File: config.mk
export PLATFORM = sky130hd
export DESIGN_NAME = msg_decryptor
export DESIGN_NICKNAME = d
export VERILOG_FILES = /design/src/rtl/rc4_pkg.sv /design/src/rtl/msg_decryptor.sv
export SDC_FILE = /design/constraint.sdc
export NUM_CORES = 1
export LEC_CHECK = 0
export BUFFER_PORTS_ARGS = -buffer_cell sky130_fd_sc_hd__buf_2
export CAP_MARGIN = 20
export CORE_MARGIN = 4
export CORE_UTILIZATION = 58
export CTS_BUF_LIST = sky130_fd_sc_hd__clkbuf_4 sky130_fd_sc_hd__clkbuf_8
export CTS_CLUSTER_DIAMETER = 50
export CTS_CLUSTER_SIZE = 14
export DETAILED_ROUTE_END_ITERATION = 7
export GPL_TIMING_DRIVEN = 0
export PLACE_DENSITY = 0.83
export SLEW_MARGIN = 20
export SYNTH_ARGS = -nofsm -noshare
export SYNTH_HDL_FRONTEND = slang
export SYNTH_SLANG_ARGS = --single-unit
File: constraint.sdc
create_clock -name clock -period 2.8 [get_ports clock]
set_clock_uncertainty 0.05 [all_clocks]
set_input_delay 0.56 -clock clock [delete_from_list [all_inputs] [get_ports clock]]
set_output_delay 0.56 -clock clock [all_outputs]
set_load 0.02 [all_outputs]
File: src/rtl/rc4_pkg.sv
// Shared RC4 definitions: S-box geometry and PRGA controller states.
// Imported by the message decryptor.
package rc4_pkg;

  localparam int S_WIDTH = 8;
  localparam int S_DEPTH = 256;

  typedef logic [S_WIDTH-1:0] sbyte_t;

  typedef enum logic [3:0] {
    IDLE   = 4'd0,
    RD_SI  = 4'd1,
    WT_SI  = 4'd2,
    RD_SJ  = 4'd3,
    WT_SJ  = 4'd4,
    WR_SI  = 4'd5,
    WR_SJ  = 4'd6,
    RD_F   = 4'd7,
    WT_F   = 4'd8,
    WR_MSG = 4'd9,
    DONE   = 4'd10
  } state_e;

  function automatic logic f_busy(input state_e s);
    return !((s == IDLE) || (s == DONE));
  endfunction

endpackage

File: src/rtl/msg_decryptor.sv
// RC4 PRGA message decryptor over an externally held, pre-keyed S-box.
// Nine cycles per byte: two-cycle reads, two swap writes, one output write.
module msg_decryptor
  import rc4_pkg::*;
#(
  parameter int MSG_LEN        = 32,
  parameter int MSG_ADDR_WIDTH = 5
) (
  input  logic                      clock,
  input  logic                      reset_n,
  input  logic                      start,
  output logic [S_WIDTH-1:0]        s_address,
  output logic [S_WIDTH-1:0]        s_data,
  output logic                      s_wren,
  input  logic [S_WIDTH-1:0]        s_q,
  output logic [MSG_ADDR_WIDTH-1:0] rom_address,
  input  logic [7:0]                rom_q,
  output logic [7:0]                msg_address,
  output logic [7:0]                msg_data,
  output logic                      msg_wren,
  output logic                      busy,
  output logic                      done
);

  localparam logic [MSG_ADDR_WIDTH-1:0] K_LAST =
    MSG_ADDR_WIDTH'(MSG_LEN - 1);
  localparam logic [MSG_ADDR_WIDTH-1:0] K_ONE =
    MSG_ADDR_WIDTH'(1);

  state_e              r_state;
  state_e              w_next;
  sbyte_t              r_i;
  sbyte_t              r_j;
  sbyte_t              r_si;
  sbyte_t              r_sj;
  logic [MSG_ADDR_WIDTH-1:0] r_k;
  logic [7:0]          r_msg;
  logic                w_last;
  logic                w_go;

  assign w_last = (r_k == K_LAST);
  assign w_go   = start && !f_busy(r_state);

  always_ff @(posedge clock or negedge reset_n) begin
    if (!reset_n) begin
      r_state <= IDLE;
    end else begin
      r_state <= w_next;
    end
  end

  always_comb begin
    w_next = r_state;
    unique case (r_state)
      IDLE:    if (w_go) w_next = RD_SI;
      DONE:    if (w_go) w_next = RD_SI;
      RD_SI:   w_next = WT_SI;
      WT_SI:   w_next = RD_SJ;
      RD_SJ:   w_next = WT_SJ;
      WT_SJ:   w_next = WR_SI;
      WR_SI:   w_next = WR_SJ;
      WR_SJ:   w_next = RD_F;
      RD_F:    w_next = WT_F;
      WT_F:    w_next = WR_MSG;
      WR_MSG:  w_next = w_last ? DONE : RD_SI;
      default: w_next = IDLE;
    endcase
  end

  // Datapath registers advance only at the end of their owning state.
  always_ff @(posedge clock or negedge reset_n) begin
    if (!reset_n) begin
      r_i   <= '0;
      r_j   <= '0;
      r_k   <= '0;
      r_si  <= '0;
      r_sj  <= '0;
      r_msg <= '0;
    end else begin
      unique case (r_state)
        IDLE, DONE: begin
          if (w_go) begin
            r_i <= 8'd1;
            r_j <= '0;
            r_k <= '0;
          end
        end
        WT_SI: begin
          r_si <= s_q;
          r_j  <= r_j + s_q;
        end
        WT_SJ: begin
          r_sj <= s_q;
        end
        WT_F: begin
          r_msg <= s_q ^ rom_q;
        end
        WR_MSG: begin
          if (!w_last) begin
            r_k <= r_k + K_ONE;
            r_i <= r_i + 8'd1;
          end
        end
        default: begin
        end
      endcase
    end
  end

  always_comb begin
    s_address   = '0;
    s_data      = '0;
    s_wren      = 1'b0;
    rom_address = '0;
    msg_address = '0;
    msg_wren    = 1'b0;
    unique case (r_state)
      RD_SI: s_address = r_i;
      RD_SJ: s_address = r_j;
      WR_SI: begin
        s_address = r_i;
        s_data    = r_sj;
        s_wren    = 1'b1;
      end
      WR_SJ: begin
        s_address = r_j;
        s_data    = r_si;
        s_wren    = 1'b1;
      end
      RD_F: begin
        s_address   = r_si + r_sj;
        rom_address = r_k;
      end
      WR_MSG: begin
        msg_address = 8'(r_k);
        msg_wren    = 1'b1;
      end
      default: begin
      end
    endcase
  end

  assign msg_data = r_msg;
  assign busy     = f_busy(r_state);
  assign done     = (r_state == DONE);

endmodule
## Word-level counts from Yosys, hierarchy flattened

Cells that the tools add are included.

- Register bits after elaboration: 49
- Word-level logic and storage cells: 54

- Add/subtract/negate cells: 4
- Eq/ne operators: 13
- Bitwise operators: 1
- Reductions and logical operators: 12
- Multiplexer cells: 17

Operators by type and width:

| cell | number |
|---|---|
| 8-bit one-hot mux with 2 select lines | 3 |
| 4-bit one-hot mux with 10 select lines | 1 |
| 8-bit 2-to-1 mux | 3 |
| 8-bit one-hot mux with 3 select lines | 1 |
| 5-bit 2-to-1 mux | 4 |
| 8-bit adder | 2 |
| 4-bit by 3-bit == test with 1-bit output (second input constant) | 4 |
| 4-bit == test (second input constant) | 3 |
| 5-bit one-hot mux with 2 select lines | 1 |
| 8-bit by 1-bit adder with 8-bit output (second input constant) | 1 |
| 4-bit by 2-bit == test with 1-bit output (second input constant) | 2 |
| 4-bit 2-to-1 mux | 2 |
| 2-bit OR reduction | 4 |
| 8-bit XOR | 1 |
| 5-bit by 1-bit adder with 5-bit output (second input constant) | 1 |
| 5-bit == test (second input constant) | 1 |
| 4-bit by 1-bit == test with 1-bit output (second input constant) | 1 |
| 4-bit zero test | 1 |
| 2-bit nonzero test | 2 |
| 3-bit AND reduction | 1 |
| 1-bit 2-to-1 mux | 2 |
| 2-bit by 1-bit inequality test with 1-bit output (second input constant) | 1 |
| 2-bit inequality test (second input constant) | 1 |
| 2-bit AND reduction | 1 |
| 3 further kinds | 3 |

## Longest topological paths before layout

Gate-level depths: netlist (run 1).

- Depth after elaboration: 5
- Gate-level depth with buffers: 9
- Mapped depth without buffers: 9

## Worst setup path before layout (run 1)

No wires, ideal clock.

- Kind: register -> output
- Start point: reg r_si[1]
- End point: out s_address[7]
- Buffers on the path: 0
- Data arrival time: 2.134 ns
- Setup slack: 0.056 ns
- Cell stages (with the launch flop): 8
- Cell sequence: dfrtp_1 > ha_1 > a211oi_1 > nor2_1 > or4_1 > a31oi_1 > xnor2_1 > o21ai_0

- Word-level cells in the longest chain between the ends: 2

Ends and longest elaborated chain:

| what | line | RTL |
|---|---|---|
| start: declaration | msg_decryptor.sv:34 | `sbyte_t r_si;` |
| start signal: assignment | msg_decryptor.sv:89 | `r_si <= s_q;` |
| 8-bit adder | msg_decryptor.sv:131 | `s_address = r_si + r_sj;` |
| 8-bit one-hot mux with 3 select lines | msg_decryptor.sv:117 | `unique case (r_state)` |
| end: declaration | msg_decryptor.sv:12 | `output logic [S_WIDTH-1:0] s_address,` |

No other way between the ends.

## Worst setup path in the final report (run 1)

Ends and elaborated chain as after synthesis.

==> summary.md, run 1 <==
| Metric | Value |
|---|---|
| Status | `complete, but fails checks` |
| Violations in the final reports | `negative setup slack` |
| Layout Nets | `between 400 and 500` |
| Final Hold Violating Endpoints | `0` |
| Total of flip-flops plus latches after synthesis | `just under 50` |
| TritonCTS clock tree | `done` |
| Area of the die | `between 0.006 and 0.007 mm^2` |
| Remaining DRCs | `0` |
| Pwr per Cell Area | `489 mW/mm^2` |
| Starting Density | `between 60% and 70%` |
| Number of max-cap violations | `0` |
| Worst Tran Pin Value | `about 790 ps` |
| Final worst-path setup slack | `-70.8 ps` |
| Count of distinct cell types in the synthesized netlist | `50` |
| Core Region | `between 0.005 and 0.006 mm^2` |
| Die outline height | `81.2 um` |
| Worst supply voltage drop on vdd | `between 0.3 and 0.4 mV` |
| Most used flip-flop cell after synthesis | `sky130_fd_sc_hd__dfrtp_1` |
| Worst endpoint required time | `around 2200 ps` |
| Insertion delay to the later sink of the worst-skew pair | `about 300 ps` |
| Design Power | `approximately 0.0018 W` |
| Leakage dissipation | `between 1.5 and 2 nW` |
| Worst Setup Start Kind | `flip-flop` |
| Worst Setup Path Type | `reg -> out` |
| Number of global-route vias before repair | `roughly 2,700` |
| CTS buffer count | `5` |
| Slew Limit Fails | `0` |
| Number of top-level design ports | `60` |
| Post-cts hold buffer count | `0` |
| Largest stage delay on the critical path | `430 ps` |
| Part of the power in the clock network | `23.9%` |
| Largest net degree at the start of global routing | `50` |
| Routed Antenna Nets | `0` |
| Total wire length after detailed routing | `between 7000 and 8000 um` |
| Max Fclk | `348 MHz` |
| Most area-consuming cells after synthesis | `sky130_fd_sc_hd__dfrtp_1 (39%), sky130_fd_sc_hd__ha_1 (6.8%), sky130_fd_sc_hd__nand2_1 (5.3%)` |
| Remaining max-slew budget at the tightest pin | `between 40% and 50%` |
| Total of fill cells in the finished design | `between 400 and 500` |
| Number of cells produced by synthesis | `~350` |
| Antenna violations before repair | `0` |
| Iteration-0 DRC Markers | `198` |
| Cell with the largest stage delay on the worst path | `sky130_fd_sc_hd__or4_4` |
| Root buffer cell | `sky130_fd_sc_hd__clkbuf_8` |
| Finished Core Util | `72.0%` |
| Overall Global Routing Usage | `25.0%` |
| Area of all placed cells without fillers | `between 0.003 and 0.004 mm^2` |
| Horizontal die dimension | `approximately 81 um` |
| Average cell area after synthesis | `between 8 and 9 um^2` |
| Largest driver fanout on the critical path | `2` |
| Estimated wirelength of the detail-placed design | `5560 um` |
| Synth Warn # | `0` |
| Count of clock tree sinks | `49` |
| Clock slew seen by the registers of the worst setup and hold paths | `roughly 90 ps` |
| Buffers and inverters on the worst path | `1` |
| Most frequent cells in the layout | `sky130_fd_sc_hd__buf_2 (57), sky130_fd_sc_hd__dfrtp_1 (47), sky130_fd_sc_hd__nand2_1 (44), sky130_fd_sc_hd__nor2_1 (36), sky130_fd_sc_hd__o21ai_0 (19)` |
| Combinational cell fraction of total power | `28.5%` |
| GRT overflow | `0` |
| Length of the first detailed-routing pass in iterations | `4` |
| Area growth from synthesis to layout | `18.9%` |
| Cell area after technology mapping | `between 0.003 and 0.004 mm^2` |
| Seq pwr share | `between 40% and 50%` |
| Share of the synthesized area in the top cell type | `about two fifths` |
| Seq/Total Area, Yosys | `between 30% and 40%` |
| Wirelength per Cell | `between 15 and 20 um` |
| Clock period minus worst slack | `approximately 2900 ps` |
| Number of core rows | `26` |
| Design internal power | `between 0.001 and 0.0015 W` |
| Type of destination of the critical path | `output port` |
| Hold WC Path Type | `in -> async` |
| Per-cell via count in the routed design | `around 5.7` |
| Cell type with the largest total area after synthesis | `sky130_fd_sc_hd__dfrtp_1` |
| Multi-input logic area | `about 0.0018 mm^2` |
| CP arrival | `roughly 2300 ps` |
| Buffers added on ports | `56` |
| Most common cell after layout, fill and taps aside | `sky130_fd_sc_hd__buf_2` |
| Switching component of the power | `0.000586 W` |
| Switching power share of the total | `32.4%` |
| Portion of the clock cycle consumed by the worst path in the final layout | `103%` |
| Layout cell share with drive strength beyond 1 | `a little over a quarter` |
| H-Tree Depth | `2` |
| CP top delay family | `simple AND/OR/NAND/NOR gates` |
| Count of antenna diodes in the layout | `0` |
| Storage cell area | `0.00123 mm^2` |
| Total setup violations reported at the end of the flow | `1` |
| Count of flip-flops with a built-in enable after synthesis | `0` |
| Maximum number of buffers from clock root to sink | `2` |
| Overall via count from detail_route | `2,770` |
| Cell area after placement | `approximately 0.0035 mm^2` |
| Unrepaired setup endpoints after global routing | `yes` |
| Ys async rst share | `100%` |
| Critical path, cell by cell | `ha_4 -> a211oi_2 -> nor2_2 -> or4_4 -> a31oi_4 -> xnor2_1 -> o21ai_1 -> buf_4` |
| Final weighted congestion in routability-driven placement | `around 0.85` |
| Wire length of the first global-routing pass | `around 13,000 um` |
-- synthesized netlist by cell type, drive strengths merged (4+ instances only) --
| library cell | count |
|---|---|
| dfrtp | 49 |
| nand2 | 44 |
| nor2 | 41 |
| o21ai | 22 |
| a21oi | 19 |
| xnor2 | 18 |
| ha | 17 |
| a22oi | 12 |
| inv | 12 |
| and2 | 11 |
| nand3 | 10 |
| xor2 | 9 |
| buf | 8 |
| nor3 | 8 |
| clkbuf | 7 |
| mux2 | 7 |
| nand2b | 7 |
| a211oi | 4 |
| a21o | 4 |
| mux2i | 4 |
| nor2b | 4 |
-- power by group through the flow --
stage                     combinational (W)  clock, W  sequential, W
final                              0.000516  0.000432       0.000861
after global routing               0.000581  0.000465       0.000872
after CTS                          0.000498  0.000440       0.000856
after detailed placement           0.000482         0       0.000869
after global placement             0.000460         0       0.000864
after floorplan                    0.000356         0       0.000866
-- path summary, 6_finish.rpt --
check | startpoint | slack (ps) | end | cells after the start
hold / removal | reset_n | 210 | r_k[3]$_DFFE_PN0P_ | 1
setup / recovery | r_si[1]$_DFFE_PN0P_ | -70 | s_address[7] | 8
min in group clock | r_j[7]$_DFFE_PN0P_ | 430 | r_j[7]$_DFFE_PN0P_ | 1
max in group asynchronous | reset_n | 2030 | r_si[2]$_DFFE_PN0P_ | 1
hold reg to reg | r_j[7]$_DFFE_PN0P_ | 430 | r_j[7]$_DFFE_PN0P_ | 1
setup reg to reg | r_k[0]$_DFFE_PN0P_ | 580 | r_i[3]$_DFFE_PN0P_ | 8
-- routing by layer --
metal / track usage (%) / part of all wire (%)
met2: 41.8 / 50
met1: 33.5 / 44
met5: 0 / 0
met4: 8.95 / 0.91
met3: 3.10 / 5.2
-- cell type report --
class,count,share of cell area (%)
Multi-Input combinational cell,274,49.8
Sequential cell,49,33.2
Timing Repair Buffer,61,8.79
Tap cell,70,2.37
Clock buffer,7,2.27
Buffer,15,2.10
Inverter,12,1.22
Clock inverter,1,0.203
-- state kept, by name (all words and copies together), names as in the netlist --
name and flops:
r_si 8, r_j 8, r_sj 8, r_i 8, r_k 5, msg_data 8, r_state 4
-- per-stage QoR --
step / std cells / setup TNS (ps) / setup WS, ps / hold WS (ps)
finish: 489 / -70.8 / -70.8 / 214
global route: 489 / -469 / -195 / 275
CTS: 488 / -177 / -95.4 / 434
detailed placement: 476 / 0 / 69.9 / 423
global placement: 476 / 0 / 48.0 / 419
floorplan: 350 / 0 / 55.7 / 214
-- worst register-to-register path, cell delays in order, from the launching register on --
cell,delay [ps]
sky130_fd_sc_hd__dfrtp_1,440
sky130_fd_sc_hd__ha_1,220
sky130_fd_sc_hd__and3_1,180
sky130_fd_sc_hd__ha_1,220
sky130_fd_sc_hd__nand3b_1,190
sky130_fd_sc_hd__a21oi_2,180
sky130_fd_sc_hd__o21bai_2,140
sky130_fd_sc_hd__or3_1,360
sky130_fd_sc_hd__a21oi_1,160
-- repair_timing --
item / CTS / global route
pin swaps: 5 / 3
setup endpoints to repair: 8 / 13
gates resized for setup: 11 / 11
buffers inserted: 4 / 1
-- logic make-up after synthesis --
kind of cell / Yosys count / synth area share, %
DFF: 49 / 39.4
buffers and inverters: 27 / 3.90
other: 1 / 0.121
muxes: 11 / 3.82
xor gates and xnor gates: 27 / 7.60
and+or+nand+nor: 138 / 21.3
AOI/OAI and AO/OA: 76 / 15.8
adders and majority gates: 19 / 8.12
(Power assumes the default switching activity.)
==> inputs of run 2 (changes only) <==
==> constraint.sdc (replaced) <==
create_clock -name clock -period 2.8 [get_ports clock]
set_clock_uncertainty 0.05 [all_clocks]
set_input_delay 0.7 -clock clock [delete_from_list [all_inputs] [get_ports clock]]
set_output_delay 0.7 -clock clock [all_outputs]
set_load 0.02 [all_outputs]
==> summary.md, run 2 (same netlist as run 1, synthesis figures left out) <==
| Metric | Value |
|---|---|
| Type of destination of the critical path | `output port (unchanged)` |
| Number of max-cap violations | `0 (unchanged)` |
| Final weighted congestion in routability-driven placement | `0.852 (was 0.846)` |
| H-Tree Depth | `2 (unchanged)` |
| Post-Place Setup Slack | `-30.3 ps (was 69.9 ps)` |
| GRT overflow | `0 (unchanged)` |
| Most common cell after layout, fill and taps aside | `sky130_fd_sc_hd__buf_2 (unchanged)` |
| Clock period minus worst slack | `3100 ps (was 2870 ps)` |
| Top Usage Layer GRT | `met2 (unchanged)` |
| Largest net degree at the start of global routing | `50 (unchanged)` |
| Finished Core Util | `72.5% (was 72.0%)` |
| Post-cts hold buffer count | `0 (unchanged)` |
| Count of clock tree sinks | `49 (unchanged)` |
| Cell Count Post-Placement | `476 (unchanged)` |
| GRT met3 Usage | `3.99% (was 3.10%)` |
| Die outline height | `81.2 um (unchanged)` |
| Layout Cells excl Fill | `486 (was 489)` |
| Area of the die | `0.00660 mm^2 (unchanged)` |
| Antenna violations before repair | `0 (unchanged)` |
| Iteration-0 DRC Markers | `251 (was 198)` |
| Global Route met2 Usage | `42.6% (was 41.8%)` |
| Number of core rows | `26 (unchanged)` |
| Worst Setup Path Type | `reg -> out (unchanged)` |
| Number of top-level design ports | `60 (unchanged)` |
| Status | `complete, but fails checks (unchanged)` |
| Per-cell via count in the routed design | `5.68 (was 5.66)` |
| Count of antenna diodes in the layout | `0 (unchanged)` |
| Clock slew seen by the registers of the worst setup and hold paths | `90 ps (about the same)` |
| Wirelength per Cell | `16.2 um (was 15.7 um)` |
| Total of fill cells in the finished design | `388 (was 434)` |
| Routed Antenna Nets | `0 (unchanged)` |
| Final Hold Violating Endpoints | `0 (unchanged)` |
| Unrepaired setup endpoints after global routing | `yes (unchanged)` |
| Total wire length after detailed routing | `7850 um (was 7660 um)` |
| Buffers and inverters on the worst path | `1 (unchanged)` |
| Critical path, cell by cell | `ha_4 -> a211oi_2 -> nor2_2 -> or4_1 -> a31oi_1 -> xnor2_1 -> o21ai_1 -> buf_4 (was ha_4 -> a211oi_2 -> nor2_2 -> or4_4 -> a31oi_4 -> xnor2_1 -> o21ai_1 -> buf_4)` |
| Layout Nets | `453 (was 456)` |
| Design internal power | `0.00132 W (was 0.00122 W)` |
| Overall via count from detail_route | `2,762 (was 2,770)` |
| Layout cell share with drive strength beyond 1 | `26.4% (was 26.7%)` |
| Switching component of the power | `0.000586 W (about the same)` |
| Remaining DRCs | `0 (unchanged)` |
| Estimated wirelength of the detail-placed design | `5590 um (was 5560 um)` |
| Portion of the clock cycle consumed by the worst path in the final layout | `111% (was 103%)` |
| Worst endpoint required time | `2050 ps (was 2190 ps)` |
| Core Region | `0.00514 mm^2 (unchanged)` |
| Combinational cell fraction of total power | `26.7% (was 28.5%)` |
| Cell with the largest stage delay on the worst path | `sky130_fd_sc_hd__dfrtp_1 (was sky130_fd_sc_hd__or4_4)` |
| Met1 track utilization from global routing | `34.3% (was 33.5%)` |
| Worst Setup Start Kind | `flip-flop (unchanged)` |
| Area growth from synthesis to layout | `19.7% (was 18.9%)` |
| Violations in the final reports | `negative setup slack (unchanged)` |
| Largest stage delay on the critical path | `450 ps (was 430 ps)` |
| Maximum number of buffers from clock root to sink | `2 (unchanged)` |
| Buffers added on ports | `56 (unchanged)` |
| Seq pwr share | `44.9% (was 47.6%)` |
| Horizontal die dimension | `81.2 um (unchanged)` |
| Largest driver fanout on the critical path | `3 (was 2)` |
| Length of the first detailed-routing pass in iterations | `4 (unchanged)` |
| Slew Limit Fails | `0 (unchanged)` |
| Remaining max-slew budget at the tightest pin | `48.3% (was 47.1%)` |
| TritonCTS clock tree | `done (unchanged)` |
| Wire length of the first global-routing pass | `13,000 um (was 12,700 um)` |
| Leakage dissipation | `1.75 nW (was 1.74 nW)` |
| Total setup violations reported at the end of the flow | `4 (was 1)` |
| Root buffer cell | `sky130_fd_sc_hd__clkbuf_8 (unchanged)` |
| Final worst-path setup slack | `-300 ps (was -70.8 ps)` |
| Pwr per Cell Area | `513 mW/mm^2 (was 489 mW/mm^2)` |
| Most frequent cells in the layout | `sky130_fd_sc_hd__buf_2 (55), sky130_fd_sc_hd__dfrtp_1 (48), sky130_fd_sc_hd__nand2_1 (44), sky130_fd_sc_hd__nor2_1 (36), sky130_fd_sc_hd__a21oi_1 (18) (was sky130_fd_sc_hd__buf_2 (57), sky130_fd_sc_hd__dfrtp_1 (47), sky130_fd_sc_hd__nand2_1 (44), sky130_fd_sc_hd__nor2_1 (36), sky130_fd_sc_hd__o21ai_0 (19))` |
| Hold WC Path Type | `in -> async (unchanged)` |
| Worst supply voltage drop on vdd | `0.389 mV (was 0.397 mV)` |
| CTS buffer count | `5 (unchanged)` |
| Part of the power in the clock network | `28.4% (was 23.9%)` |
| Insertion delay to the later sink of the worst-skew pair | `300 ps (about the same)` |
| Number of global-route vias before repair | `2,745 (was 2,678)` |
| Design Power | `0.00191 W (was 0.00181 W)` |
| Starting Density | `60.5% (unchanged)` |
| CP top delay family | `compound AO/OA/AOI/OAI gates (was simple AND/OR/NAND/NOR gates)` |
| Max Fclk | `323 MHz (was 348 MHz)` |
| Overall Global Routing Usage | `25.4% (was 25.0%)` |
| Worst Tran Pin Value | `771 ps (was 789 ps)` |
| Switching power share of the total | `30.7% (was 32.4%)` |
| CP arrival | `2350 ps (was 2260 ps)` |
-- run 2: changes by cell type in the layout (fill, tap and decap cells not counted), sizes merged --
| cell | before | now |
|---|---|---|
| buf | 69 | 66 |
| bufinv | 0 | 1 |
| clkinvlp | 1 | 0 |
-- run 2: final timing paths --
path | from | cells after the start | slack, ps | to
min in group clock | r_j[7]$_DFFE_PN0P_ | 1 | 440 | r_j[7]$_DFFE_PN0P_
worst max register to register | r_k[0]$_DFFE_PN0P_ | 9 | 520 | r_i[6]$_DFFE_PN0P_
worst min register to register | r_j[7]$_DFFE_PN0P_ | 1 | 440 | r_j[7]$_DFFE_PN0P_
worst max-delay path | r_sj[1]$_DFFE_PN0P_ | 8 | -300 | s_address[7]
worst min-delay path | reset_n | 1 | 350 | msg_data[0]$_DFFE_PN0P_
max in group asynchronous | reset_n | 1 | 1920 | r_state[0]$_DFFE_PN0P_
-- run 2: what timing repair did --
action | CTS | global route
endpoints found under the setup margin | 10 | 10
resized for setup | 10 | 20
pin swaps | 5 | 2
setup buffers | 0 | 3
-- run 2: per-stage QoR --
step	setup TNS [ps]	hold slack, ps	area, um^2
global route	-1260	401	3730
CTS	-832	438	3650
finish	-708	350	3730
floorplan	0	354	3120
detailed placement	-30.3	426	3490
global placement	-42.0	416	3490
-- run 2: cell type report --
class / instances / area [um^2] / area share, %
Inverter: 12 / 45.0 / 1.21
Clock buffer: 7 / 90.1 / 2.42
Multi-Input combinational cell: 274 / 1850 / 49.6
Tap cell: 70 / 87.6 / 2.35
Clock inverter: 1 / 30.0 / 0.806
Buffer: 14 / 78.8 / 2.12
Sequential cell: 49 / 1230 / 32.9
Timing Repair Buffer: 59 / 320 / 8.60
-- run 2: power groups by stage --
stage                     clock (W)  sequential, W  combinational, W
after floorplan                   0       0.000866          0.000356
after global placement            0       0.000863          0.000461
after detailed placement          0       0.000869          0.000480
after CTS                  0.000548       0.000857          0.000496
after global routing       0.000581       0.000873          0.000579
final                      0.000542       0.000859          0.000510
-- run 2: layer usage --
layer,part of all wire (%),vias to the layer above
met5,0,-
met4,0.99,0
met1,43,1333
li1,-,1333
met3,5.4,10
met2,50,86
==> inputs of run 3 (changes only) <==
ABC_CLOCK_PERIOD_IN_PS = 2800   (was not set)
CORE_UTILIZATION = 56   (was 58)
CTS_BUF_LIST = not set   (was sky130_fd_sc_hd__clkbuf_4 sky130_fd_sc_hd__clkbuf_8)
PLACE_DENSITY = 0.81   (was 0.83)
==> summary.md, run 3 (same netlist as run 1, synthesis figures left out) <==
| Metric | Value |
|---|---|
| Overall Global Routing Usage | `25.3% (was 25.4%)` |
| Maximum number of buffers from clock root to sink | `2 (unchanged)` |
| Length of the first detailed-routing pass in iterations | `5 (was 4)` |
| Buffers added on ports | `56 (unchanged)` |
| Number of top-level design ports | `60 (unchanged)` |
| Post-Place Setup Slack | `-36.7 ps (was -30.3 ps)` |
| Overall via count from detail_route | `2,848 (was 2,762)` |
| Area growth from synthesis to layout | `20.4% (was 19.7%)` |
| Per-cell via count in the routed design | `5.82 (was 5.68)` |
| Switching component of the power | `0.000595 W (was 0.000586 W)` |
| Final weighted congestion in routability-driven placement | `0.860 (was 0.852)` |
| CP arrival | `2330 ps (was 2350 ps)` |
| Most common cell after layout, fill and taps aside | `sky130_fd_sc_hd__buf_2 (unchanged)` |
| Layout Nets | `456 (was 453)` |
| Total wire length after detailed routing | `7890 um (was 7850 um)` |
| Most frequent cells in the layout | `sky130_fd_sc_hd__buf_2 (54), sky130_fd_sc_hd__dfrtp_1 (49), sky130_fd_sc_hd__nand2_1 (44), sky130_fd_sc_hd__nor2_1 (35), sky130_fd_sc_hd__o21ai_0 (19) (was sky130_fd_sc_hd__buf_2 (55), sky130_fd_sc_hd__dfrtp_1 (48), sky130_fd_sc_hd__nand2_1 (44), sky130_fd_sc_hd__nor2_1 (36), sky130_fd_sc_hd__a21oi_1 (18))` |
| GRT overflow | `0 (unchanged)` |
| Worst supply voltage drop on vdd | `0.332 mV (was 0.389 mV)` |
| Design Power | `0.00180 W (was 0.00191 W)` |
| Estimated wirelength of the detail-placed design | `5610 um (was 5590 um)` |
| Worst Tran Pin Value | `701 ps (was 771 ps)` |
| Part of the power in the clock network | `23.8% (was 28.4%)` |
| CTS buffer count | `5 (unchanged)` |
| Setup TNS | `-517 ps (was -708 ps)` |
| Worst endpoint required time | `2050 ps (about the same)` |
| Hold WC Path Type | `in -> async (unchanged)` |
| Critical path, cell by cell | `ha_4 -> a211oi_2 -> nor2_2 -> or4_4 -> a31oi_4 -> xnor2_2 -> o21ai_2 -> buf_6 (was ha_4 -> a211oi_2 -> nor2_2 -> or4_1 -> a31oi_1 -> xnor2_1 -> o21ai_1 -> buf_4)` |
| Cell with the largest stage delay on the worst path | `sky130_fd_sc_hd__or4_4 (was sky130_fd_sc_hd__dfrtp_1)` |
| Status | `complete, but fails checks (unchanged)` |
| Insertion delay to the later sink of the worst-skew pair | `310 ps (was 300 ps)` |
| H-Tree Depth | `2 (unchanged)` |
| Wire length of the first global-routing pass | `13,100 um (was 13,000 um)` |
| Count of clock tree sinks | `49 (unchanged)` |
| Core Region | `0.00524 mm^2 (was 0.00514 mm^2)` |
| Final Hold Violating Endpoints | `0 (unchanged)` |
| Number of core rows | `26 (unchanged)` |
| Unrepaired setup endpoints after global routing | `yes (unchanged)` |
| CP top delay family | `compound AO/OA/AOI/OAI gates (unchanged)` |
| Final worst-path setup slack | `-279 ps (was -300 ps)` |
| Combinational cell fraction of total power | `28.7% (was 26.7%)` |
| Layout cell share with drive strength beyond 1 | `27.2% (was 26.4%)` |
| Total setup violations reported at the end of the flow | `3 (was 4)` |
| Type of destination of the critical path | `output port (unchanged)` |
| Number of global-route vias before repair | `2,700 (was 2,745)` |
| Portion of the clock cycle consumed by the worst path in the final layout | `110% (was 111%)` |
| Horizontal die dimension | `82.5 um (was 81.2 um)` |
| Area of the die | `0.00681 mm^2 (was 0.00660 mm^2)` |
| Count of antenna diodes in the layout | `0 (unchanged)` |
| Routed Antenna Nets | `0 (unchanged)` |
| Worst Setup Path Type | `reg -> out (unchanged)` |
| Seq pwr share | `47.5% (was 44.9%)` |
| Register-to-Register Setup Slack | `570 ps (was 520 ps)` |
| Largest stage delay on the critical path | `440 ps (was 450 ps)` |
| Number of max-cap violations | `0 (unchanged)` |
| TritonCTS clock tree | `done (unchanged)` |
| Largest net degree at the start of global routing | `50 (unchanged)` |
| Wirelength per Cell | `16.1 um (was 16.2 um)` |
| Max Fclk | `325 MHz (was 323 MHz)` |
| Iteration-0 DRC Markers | `245 (was 251)` |
| Clock period minus worst slack | `3080 ps (was 3100 ps)` |
| Switching power share of the total | `33.0% (was 30.7%)` |
| Root buffer cell | `sky130_fd_sc_hd__clkbuf_8 (unchanged)` |
| Buffers and inverters on the worst path | `1 (unchanged)` |
| Leakage dissipation | `1.75 nW (about the same)` |
| Design internal power | `0.00121 W (was 0.00132 W)` |
| Finished Core Util | `71.5% (was 72.5%)` |
| Endpoint of the worst-slack reg-to-reg timing path | `r_i[7]$_DFFE_PN0P_ (was r_i[6]$_DFFE_PN0P_)` |
| Clock slew seen by the registers of the worst setup and hold paths | `100 ps (was 90 ps)` |
| Antenna violations before repair | `0 (unchanged)` |
| Remaining DRCs | `0 (unchanged)` |
| Slew Limit Fails | `0 (unchanged)` |
| Starting Density | `59.4% (was 60.5%)` |
| Remaining max-slew budget at the tightest pin | `53.0% (was 48.3%)` |
| Worst r2r src | `r_k[0]$_DFFE_PN0P_ (unchanged)` |
| Violations in the final reports | `negative setup slack (unchanged)` |
| Pwr per Cell Area | `481 mW/mm^2 (was 513 mW/mm^2)` |
| Min Hold Slack | `331 ps (was 350 ps)` |
| Die outline height | `82.5 um (was 81.2 um)` |
| Cell depth of the worst setup path | `8 (unchanged)` |
| Worst Setup Start Kind | `flip-flop (unchanged)` |
| Register-to-Register Path Depth | `9 (unchanged)` |
| Largest driver fanout on the critical path | `3 (unchanged)` |
[run 3: final cells by class]
cell class,count,area (um^2)
multi-input cells,274,1880
fillers,406,1490
flip-flops and latches,49,1230
repair buffers,62,342
well taps,70,87.6
plain buffers,14,76.3
clock buffers,5,68.8
inverters,12,45.0
clock inverters,3,21.3
[run 3: repair_timing]
action | CTS | global route
setup buffers | 4 | 2
gates resized for setup | 13 | 16
hold buffers | 0 | 0
endpoints found under the hold margin | 0 | 0
pin swaps | 4 | 8
endpoints found under the setup margin | 16 | 14
[run 3: worst max path at each step]
stage,start,endpoint
6_report,r_sj[1]$_DFFE_PN0P_,s_address[7]
5_1_grt,r_sj[1]$_DFFE_PN0P_,s_address[7]
4_1_cts,r_sj[1]$_DFFE_PN0P_,s_address[7]
3_5_place_dp,r_si[1]$_DFFE_PN0P_,s_address[7]
3_3_place_gp,r_si[1]$_DFFE_PN0P_,s_address[7]
2_1_floorplan,r_si[1]$_DFFE_PN0P_,s_address[7]
[run 3: layer usage]
| layer | routed length, um | up-vias | share of wire (%) | global-route usage, % |
|---|---|---|---|---|
| met5 | 0 | - | 0 | 0 |
| met4 | 131 | 0 | 1.7 | 8.17 |
| met3 | 461 | 16 | 5.8 | 4.66 |
| met2 | 3890 | 99 | 49 | 42.4 |
| met1 | 3410 | 1383 | 43 | 33.0 |
| li1 | - | 1350 | - | - |
[run 3: through the flow]
stage	area (um^2)	cells
after global placement	3490	476
final	3750	489
after CTS	3670	488
after global routing	3750	489
after floorplan	3120	350
after detailed placement	3490	476
[run 3: power by group through the flow]
| stage | sequential, W | combinational, W | clock, W |
|---|---|---|---|
| 6_report | 0.000857 | 0.000517 | 0.000429 |
| 5_1_grt | 0.000869 | 0.000588 | 0.000464 |
| 4_1_cts | 0.000854 | 0.000494 | 0.000433 |
| 3_5_place_dp | 0.000868 | 0.000477 | 0 |
| 3_3_place_gp | 0.000864 | 0.000460 | 0 |
| 2_1_floorplan | 0.000866 | 0.000356 | 0 |
